### config.mk
export PLATFORM = sky130hd
export DESIGN_NAME = bus_arbiter
export DESIGN_NICKNAME = d
export VERILOG_FILES = /design/src/rtl/bus_arbiter_pkg.sv /design/src/rtl/bus_arbiter_rr_picker.sv /design/src/rtl/bus_arbiter.sv
export SDC_FILE = /design/constraint.sdc
export NUM_CORES = 1
export LEC_CHECK = 0
export CAP_MARGIN = 20
export CORE_MARGIN = 1
export CORE_UTILIZATION = 30
export DETAILED_ROUTE_END_ITERATION = 10
export SYNTH_ARGS = -nofsm -noshare
export SYNTH_HDL_FRONTEND = slang
export SYNTH_HIERARCHICAL = 1
export SYNTH_SLANG_ARGS = --single-unit
### constraint.sdc
create_clock -name clk -period 4.4 [get_ports clk]
set_clock_uncertainty 0.15 [all_clocks]
set_input_delay 0.88 -clock clk [delete_from_list [all_inputs] [get_ports clk]]
set_output_delay 0.88 -clock clk [all_outputs]
set_load 0.1 [all_outputs]
### src/rtl/bus_arbiter_pkg.sv
// Shared definitions for the two-port memory arbiter: FSM state encoding,
// grant encoding and the data word returned on an aborted access.
package bus_arbiter_pkg;

  typedef enum logic [1:0] {
    ST_IDLE   = 2'd0,
    ST_ACCESS = 2'd1,
    ST_DONE   = 2'd2
  } arb_state_t;

  typedef enum logic {
    GRANT_I = 1'b0,
    GRANT_D = 1'b1
  } grant_t;

  localparam logic [31:0] BUS_ERR_DATA = 32'hDEAD_BEEF;

endpackage

### src/rtl/bus_arbiter_rr_picker.sv
// Combinational two-way round-robin picker. On contention the port that did
// not win last time is chosen; a lone requester always wins.
module rr_picker
  import bus_arbiter_pkg::*;
(
  input  logic   req_i,
  input  logic   req_d,
  input  grant_t last_grant,
  output logic   grant_valid,
  output grant_t grant
);

  // Pick the requester, alternating when both ask in the same cycle.
  always_comb begin
    grant_valid = req_i | req_d;
    grant       = GRANT_I;
    if (req_i && req_d) begin
      grant = (last_grant == GRANT_I) ? GRANT_D : GRANT_I;
    end else if (req_d) begin
      grant = GRANT_D;
    end
  end

endmodule

### src/rtl/bus_arbiter.sv
// Two-requester memory arbiter: shares one memory target between the
// instruction-side and data-side MMU ports, one transaction at a time.
// Optional feature: define BUS_ARBITER_TIMEOUT_EN to abort an access that is
// not acknowledged within TIMEOUT_CYCLES, returning BUS_ERR_DATA and setting
// the sticky err flag. Without it ACCESS waits indefinitely and err is 0.
module bus_arbiter
  import bus_arbiter_pkg::*;
#(
  parameter int unsigned TIMEOUT_CYCLES = 64
) (
  input  logic        clk,
  input  logic        reset,
  // instruction port
  input  logic        i_read_enable,
  input  logic        i_write_enable,
  input  logic [1:0]  i_data_width,
  input  logic [31:0] i_address,
  input  logic [31:0] i_data_in,
  output logic [31:0] i_data_out,
  output logic        i_mem_ready,
  // data port
  input  logic        d_read_enable,
  input  logic        d_write_enable,
  input  logic [1:0]  d_data_width,
  input  logic [31:0] d_address,
  input  logic [31:0] d_data_in,
  output logic [31:0] d_data_out,
  output logic        d_mem_ready,
  // memory target
  output logic        mem_req,
  output logic        mem_we,
  output logic [1:0]  mem_data_width,
  output logic [31:0] mem_address,
  output logic [31:0] mem_data_in,
  input  logic [31:0] mem_data_out,
  input  logic        mem_ack,
  // status
  output logic        grant_d,
  output logic        err
);

  arb_state_t state_q, state_d;
  grant_t     last_grant_q;
  grant_t     grant_q;
  grant_t     pick_grant;
  logic       pick_valid;
  logic       timeout_hit;

  rr_picker u_rr_picker (
    .req_i       (i_read_enable | i_write_enable),
    .req_d       (d_read_enable | d_write_enable),
    .last_grant  (last_grant_q),
    .grant_valid (pick_valid),
    .grant       (pick_grant)
  );

  assign grant_d = (grant_q == GRANT_D);

`ifdef BUS_ARBITER_TIMEOUT_EN
  localparam int unsigned TMO_W = (TIMEOUT_CYCLES > 1) ? $clog2(TIMEOUT_CYCLES) : 1;
  localparam logic [TMO_W-1:0] TMO_LAST = TMO_W'(TIMEOUT_CYCLES - 1);

  logic [TMO_W-1:0] tmo_cnt_q;
  logic             err_q;

  // An ack in the final allowed cycle still wins over the abort.
  assign timeout_hit = (state_q == ST_ACCESS) && !mem_ack && (tmo_cnt_q == TMO_LAST);
  assign err         = err_q;

  // Count ACCESS cycles (held at zero elsewhere) and latch the sticky error.
  always_ff @(posedge clk) begin
    if (reset) begin
      tmo_cnt_q <= '0;
      err_q     <= 1'b0;
    end else begin
      if (state_q == ST_ACCESS) tmo_cnt_q <= tmo_cnt_q + 1'b1;
      else                      tmo_cnt_q <= '0;
      if (timeout_hit) err_q <= 1'b1;
    end
  end
`else
  logic unused_timeout_cfg;
  assign unused_timeout_cfg = ^TIMEOUT_CYCLES;
  assign timeout_hit        = 1'b0;
  assign err                = 1'b0;
`endif

  // State register.
  always_ff @(posedge clk) begin
    if (reset) state_q <= ST_IDLE;
    else       state_q <= state_d;
  end

  // Next-state logic: sample requests only in IDLE, leave ACCESS on ack or abort.
  always_comb begin
    state_d = state_q;
    case (state_q)
      ST_IDLE:   if (pick_valid) state_d = ST_ACCESS;
      ST_ACCESS: if (mem_ack || timeout_hit) state_d = ST_DONE;
      ST_DONE:   state_d = ST_IDLE;
      default:   state_d = ST_IDLE;
    endcase
  end

  // Latch the winning request, hold it to the target, return data and pulse ready.
  always_ff @(posedge clk) begin
    if (reset) begin
      last_grant_q   <= GRANT_I;
      grant_q        <= GRANT_I;
      mem_req        <= 1'b0;
      mem_we         <= 1'b0;
      mem_data_width <= 2'd0;
      mem_address    <= 32'd0;
      mem_data_in    <= 32'd0;
      i_data_out     <= 32'd0;
      d_data_out     <= 32'd0;
      i_mem_ready    <= 1'b0;
      d_mem_ready    <= 1'b0;
    end else begin
      i_mem_ready <= 1'b0;
      d_mem_ready <= 1'b0;
      case (state_q)
        ST_IDLE: begin
          if (pick_valid) begin
            grant_q <= pick_grant;
            mem_req <= 1'b1;
            if (pick_grant == GRANT_D) begin
              mem_we         <= d_write_enable;
              mem_data_width <= d_data_width;
              mem_address    <= d_address;
              mem_data_in    <= d_data_in;
            end else begin
              mem_we         <= i_write_enable;
              mem_data_width <= i_data_width;
              mem_address    <= i_address;
              mem_data_in    <= i_data_in;
            end
          end
        end
        ST_ACCESS: begin
          if (mem_ack) begin
            mem_req      <= 1'b0;
            last_grant_q <= grant_q;
            if (grant_q == GRANT_D) begin
              d_mem_ready <= 1'b1;
              if (!mem_we) d_data_out <= mem_data_out;
            end else begin
              i_mem_ready <= 1'b1;
              if (!mem_we) i_data_out <= mem_data_out;
            end
          end else if (timeout_hit) begin
            mem_req      <= 1'b0;
            last_grant_q <= grant_q;
            if (grant_q == GRANT_D) begin
              d_mem_ready <= 1'b1;
              d_data_out  <= BUS_ERR_DATA;
            end else begin
              i_mem_ready <= 1'b1;
              i_data_out  <= BUS_ERR_DATA;
            end
          end
        end
        default: ;
      endcase
    end
  end

endmodule

==> results of run 1 <==
==> worst max-delay path by stage <==
stage	from	to	slack [ns]	depth (start not counted)
CTS	grant_d$_SDFFE_PP0P_	grant_d	1.31	1
global placement	i_write_enable	mem_data_in[16]$_SDFFE_PP0P_	1.38	6
detailed placement	i_write_enable	mem_data_in[6]$_SDFFE_PP0P_	1.34	6
finish	grant_d$_SDFFE_PP0P_	grant_d	1.34	1
global route	grant_d$_SDFFE_PP0P_	grant_d	1.25	1
floorplan	d_write_enable	mem_address[0]$_SDFFE_PP0P_	1.99	7
==> state kept, by name, indices dropped and copies added, names as in the netlist <==
name / count
mem_address: 32
mem_we: 1
d_mem_ready: 1
d_data_out: 32
grant_d: 1
i_mem_ready: 1
mem_data_in: 32
i_data_out: 32
mem_data_width: 2
state_q: 2
mem_req: 1
last_grant_q: 1
==> layer usage <==
layer / wire, µm / global-route usage [%]
met2: 8620 / 30.4
met4: 427 / 7.24
met3: 1530 / 7.20
met1: 7390 / 20.0
met5: 0 / 0
==> cell usage after synthesis, types with 2 or more instances <==
cell type  instances  area share [%]
a211oi_1          67             8.6
buf_1              4            0.26
buf_12             3             1.0
buf_2             21             1.8
buf_4              6            0.77
clkbuf_1          14            0.89
dfxtp_1          138              47
mux2i_1          134              23
nand2b_1          96              10
nor2_1            70             4.5
nor3_1             2            0.17
nor3b_1            2            0.26
or2_2              2            0.21
==> power breakdown <==
part	switching [W]	leakage, nW	internal, W
Clock	0.000558	0.286	0.000911
Sequential	0.0000510	1.13	0.00134
Combinational	0.000899	2.56	0.000404
Total	0.00151	3.98	0.00266
==> worst reg2reg max path, stage by stage, from the launching register on <==
cell,delay (ns)
dfxtp_1,0.45
nand3b_4,0.13
or3_2,0.86
mux2i_1,0.29
==> cell families (layout without fill, tap and decap cells) <==
| family | after synthesis | count (layout) |
|---|---|---|
| compound gates | 71 | 71 |
| buf+inv | 51 | 345 |
| flops | 138 | 138 |
| mux | 134 | 134 |
| other cells | 1 | 1 |
| simple gates | 177 | 177 |
==> layout by cell type (no fill, tap or decap), drive strengths merged <==
| cell type | synthesis | layout |
|---|---|---|
| a211oi | 67 | 67 |
| a21boi | 1 | 1 |
| a21oi | 1 | 1 |
| and2 | 1 | 1 |
| buf | 35 | 8 |
| bufinv | 0 | 3 |
| clkbuf | 15 | 19 |
| clkdlybuf4s50 | 0 | 304 |
| clkinv | 0 | 4 |
| clkinvlp | 0 | 4 |
| conb | 1 | 1 |
| dfxtp | 138 | 138 |
| inv | 1 | 3 |
| mux2i | 134 | 134 |
| nand2b | 96 | 96 |
| nand3b | 1 | 1 |
| nor2 | 70 | 70 |
| nor2b | 1 | 1 |
| nor3 | 2 | 2 |
| nor3b | 2 | 2 |
| o21ai | 1 | 1 |
| o21bai | 1 | 1 |
| or2 | 3 | 3 |
| or3 | 1 | 1 |
==> stage by stage <==
| stage | util [%] | worst slack (ns) |
|---|---|---|
| 2_1_floorplan | - | 1.99 |
| 3_3_place_gp | 47.7 | 1.38 |
| 3_5_place_dp | 47.8 | 1.34 |
| 4_1_cts | 51.1 | 1.31 |
| 5_1_grt | 51.1 | 1.25 |
| 6_report | 51.1 | 1.34 |
==> cell type report <==
type	count	area (µm²)
Clock buffer	19	443
Clock inverter	13	169
Fill cell	1723	9280
Inverter	1	3.75
Multi-Input combinational cell	383	2840
Sequential cell	138	2760
Tap cell	260	325
Timing Repair Buffer	312	3140
==> impl_metrics.yaml, run 1 <==
sta:
  setup_viol: 0
  holdWs_ns: 0.324
  finalCritPeriodShare_pct: 69.5
  fin_tns_setup_ns: 0
  slew_viol_final: 0
  max_freq_mhz: 327
  hold_viol_final: 0
  rsz0062_at_grt: "no"
  post-route-min-period_ns: 3.06
  worstMarginPinSlew_ns: 1.09
  relSlewSlack_pct: 27.4
die:
  start_util_pct: 31.0
  die_h_um: 142
  fp.dieArea_mm2: 0.0202
  rows: 50
  io_pins: 307
  core_area_mm2: 0.0190
  die_w_um: 142
logic_synthesis:
  synth_simple_gate_area_share_pct: 16.1
  synth_top_family_by_area: "multiplexers"
  synth_seq_area_share_pct: 47.0
  netlist_area_mm2: 0.00588
  netlist_instances: 572
  synthFlopType: "dfxtp_1"
  synth_mux_area_share_pct: 22.8
  synth_compound_area_share_pct: 8.98
  synthArstFlopShare_pct: 0
  synth_cell_types: 26
  synth_nets: 743
  yosys_warnings: 6
  syn_avg_cell_area_um2: 10.3
  ys_ff_latch: 138
  synth-edff-count: 0
  synth_fa_ha_area_share_pct: 0
  synthXorXnorAreaFrac_pct: 0
clock_tree:
  post-cts-setup-buffers: 0
  numCtsBuffers: 17
  clockBufferDepth: 2
  ctsHoldBuffers: 0
  path_clk_slew_ns: 0.06
  cts_tree: "done"
  cts_root_buffer: "clkbuf_16"
  insertion_delay_ns: 0.41
  cts_sinks: 138
  cts_resized: 0
  h-tree-depth: 4
power:
  power.leakage_nw: 3.98
  total_power_w: 0.00417
  vdd_drop_max_v: 0.000243
  p_per_area_mw_per_mm2: 430
status:
  status: "completed"
hold_path:
  holdPathStages: 2
  holdPathEnd: "d_data_out[11]$_SDFFE_PP0P_"
  hold_start: "d_data_out[11]$_SDFFE_PP0P_"
  hp-class: "register to register"
placement:
  finalWeightedCongestion: 0.787
  placed_cells: 1094
  hpwl_um: 13500
  port_buffers: 305
  dpl-instance-area_mm2: 0.00907
global_route:
  track_usage_pct: 18.0
  antenna_found_initial: 0
  grt_pass1_wl_um: 27800
  grt_pass1_vias: 5244
  grt_max_degree: 111
  overflow: 0
drt:
  initialDrtViolationCount: 147
  drt-total-wl_um: 18000
  antenna_left: 0
  detail_route.vias_per_cell: 4.51
  drc_errors: 0
  vias: 5074
  routedWlPerCell_um: 16.0
  firstDrtPassIters: 4
setup_path:
  path_delay_family: "buffers and inverters"
  path_cells: "clkdlybuf4s50_1"
  rrSetupSlack_ns: 2.37
  slowest_stage: "clkdlybuf4s50_1"
  ff2ff_path_depth: 3
  required_ns: 3.37
  crit_path_start_kind: "register"
  end_kind: "output port"
  crit_arrival_ns: 2.03
  criticalPathCategory: "register to output port"
  critPathBufInv: 1
  crit_fanout: 7
  worst_path_largest_cell_delay_ns: 1.19
  r2r_end: "i_data_out[5]$_SDFFE_PP0P_"
  r2r_start: "state_q[0]$_SDFFE_PP0P_"
finish:
  finalNonFillerCells: 1126
  antennaDiodeCount: 0
  drive_gt1_share_pct: 5.31
  nNetsFinal: 1024
  syn2layout_area_growth_pct: 64.6
  final_cell_area_mm2: 0.00968
run:
  maxCapViolCount: 0
Note: power is estimated with default switching activity, not from simulation.
==> inputs of run 2 (changes only) <==
--- a/config.mk
+++ b/config.mk
@@ -9,6 +9,7 @@
 export CORE_MARGIN = 1
 export CORE_UTILIZATION = 30
 export DETAILED_ROUTE_END_ITERATION = 10
+export PLACE_DENSITY = 0.66
 export SYNTH_ARGS = -nofsm -noshare
 export SYNTH_HDL_FRONTEND = slang
 export SYNTH_HIERARCHICAL = 1
==> constraint.sdc (replaced) <==
create_clock -name clk -period 2.8 [get_ports clk]
set_clock_uncertainty 0.15 [all_clocks]
set_input_delay 0.56 -clock clk [delete_from_list [all_inputs] [get_ports clk]]
set_output_delay 0.56 -clock clk [all_outputs]
set_load 0.1 [all_outputs]
==> impl_metrics.yaml, run 2 (synthesized netlist as in run 1, its figures left out) <==
status:
  status: "completed"
clock_tree:
  h-tree-depth: 4
  numCtsBuffers: 17
  post-cts-setup-buffers: 0
  cts_tree: "done"
  path_clk_slew_ns: 0.06
  insertion_delay_ns: 0.41
  ctsHoldBuffers: 0
  cts_root_buffer: "clkbuf_16"
  cts_sinks: 138
  cts_resized: 0
  clockBufferDepth: 2
hold_path:
  hold_start: "d_data_out[20]$_SDFFE_PP0P_"
  hp-class: "register to register"
sta:
  relSlewSlack_pct: 65.6
  hold_viol_final: 0
  post-route-min-period_ns: 2.33
  slew_viol_final: 0
  fin_tns_setup_ns: 0
  rsz0062_at_grt: "no"
  finalCritPeriodShare_pct: 83.4
  setup_viol: 0
  max_freq_mhz: 428
  worstMarginPinSlew_ns: 0.513
drt:
  vias: 4987
  m1WireLength_um: 7280
  antenna_left: 0
  drt-total-wl_um: 16700
  routedWlPerCell_um: 14.7
  top_layer_used: "met4"
  firstDrtPassIters: 5
  met3WireLength_um: 1190
  detail_route.vias_per_cell: 4.38
  drc_errors: 0
  initialDrtViolationCount: 89
  wl_met2_um: 7880
finish:
  final_cell_area_mm2: 0.00945
  seqCellArea_mm2: 0.00276
  nNetsFinal: 1037
  antennaDiodeCount: 0
  final_cell_mix: "169 x clkdlybuf4s50_1, 151 x buf_4, 138 x dfxtp_1"
  multiInputGateArea_mm2: 0.00284
  n_fill_cell: 1821
  layout_commonest_cell: "clkdlybuf4s50_1"
  syn2layout_area_growth_pct: 60.6
  drive_gt1_share_pct: 22.1
die:
  core_area_mm2: 0.0190
  start_util_pct: 31.0
  io_pins: 307
  die_h_um: 142
  rows: 50
  die_w_um: 142
  fp.dieArea_mm2: 0.0202
placement:
  dpl-instance-area_mm2: 0.00886
  finalWeightedCongestion: 0.759
  hpwl_um: 12600
  port_buffers: 305
global_route:
  grt_max_degree: 96
  antenna_found_initial: 0
  track_usage_pct: 16.7
  grt_pass1_vias: 4843
  grt_pass1_wl_um: 25800
  overflow: 0
setup_path:
  criticalPathCategory: "input port to register"
  crit_path_start_kind: "input port"
  required_ns: 2.97
  end_kind: "register"
  crit_arrival_ns: 2.51
  crit_fanout: 95
  r2r_start: "state_q[0]$_SDFFE_PP0P_"
  critPathLaunch: "i_write_enable"
power:
  power.leakage_nw: 4.29
  vdd_drop_max_v: 0.000395
  p_per_area_mw_per_mm2: 680
run:
  maxCapViolCount: 0
## run 2: cell count changes in the layout (fill, tap and decap cells not counted), sizes merged
cell	previous run	this run
clkinv	4	6
buf	8	156
clkbuf	19	21
clkdlybuf4s50	304	169
bufinv	3	2
inv	3	1
clkinvlp	4	3
## run 2: worst paths after layout
path / end / slack, ns / cells after the start
worst min-delay path: d_data_out[20]$_SDFFE_PP0P_ / 0.32 / 2
worst max-delay path: mem_data_in[24]$_SDFFE_PP0P_ / 0.47 / 7
worst min register to register: d_data_out[20]$_SDFFE_PP0P_ / 0.32 / 2
worst max register to register: mem_data_in[24]$_SDFFE_PP0P_ / 0.97 / 4
## run 2: area by class of cell
| type | count | area share, % |
|---|---|---|
| timing repair buffer | 325 | 31.0 |
| multi-input combinational | 383 | 30.1 |
| sequential | 138 | 29.2 |
| clock buffer | 21 | 4.98 |
| tap | 260 | 3.44 |
| clock inverter | 11 | 1.27 |
| inverter | 1 | 0.0397 |
## run 2: per-layer routing
metal | up-vias | GRT usage [%]
li1 | 2575 | -
met1 | 2182 | 20.0
met2 | 207 | 27.7
met3 | 23 | 5.05
met4 | 0 | 7.36
met5 | - | 0
## run 2: worst max-delay path: stages
cell and delay, ns:
clkdlybuf4s50_1 0.48, or2_2 0.14, or2_1 0.12, nor3b_2 0.46
buf_12 0.36, nor2_1 0.07, a211oi_1 0.23
## run 2: metrics by stage
stage | setup WS [ns] | cells | power [W] | hold slack [ns] | util [%]
6_report | 0.466 | 1139 | 0.00643 | 0.318 | 49.8
5_1_grt | 0.285 | 1139 | 0.00668 | 0.346 | 49.8
4_1_cts | 0.473 | 1139 | 0.00651 | 0.323 | 49.8
3_5_place_dp | 0.0323 | 1107 | 0.00427 | 0.314 | 46.7
3_3_place_gp | 0.0300 | 1107 | 0.00426 | 0.307 | 46.7
2_1_floorplan | 0.709 | 572 | 0.00367 | 0.314 | -
## run 2: report_power, final
group,total (W),switching [W],internal (W)
Sequential,0.00219,0.0000816,0.00211
Combinational,0.00202,0.00141,0.000602
Clock,0.00222,0.000840,0.00138
Total,0.00643,0.00233,0.00409
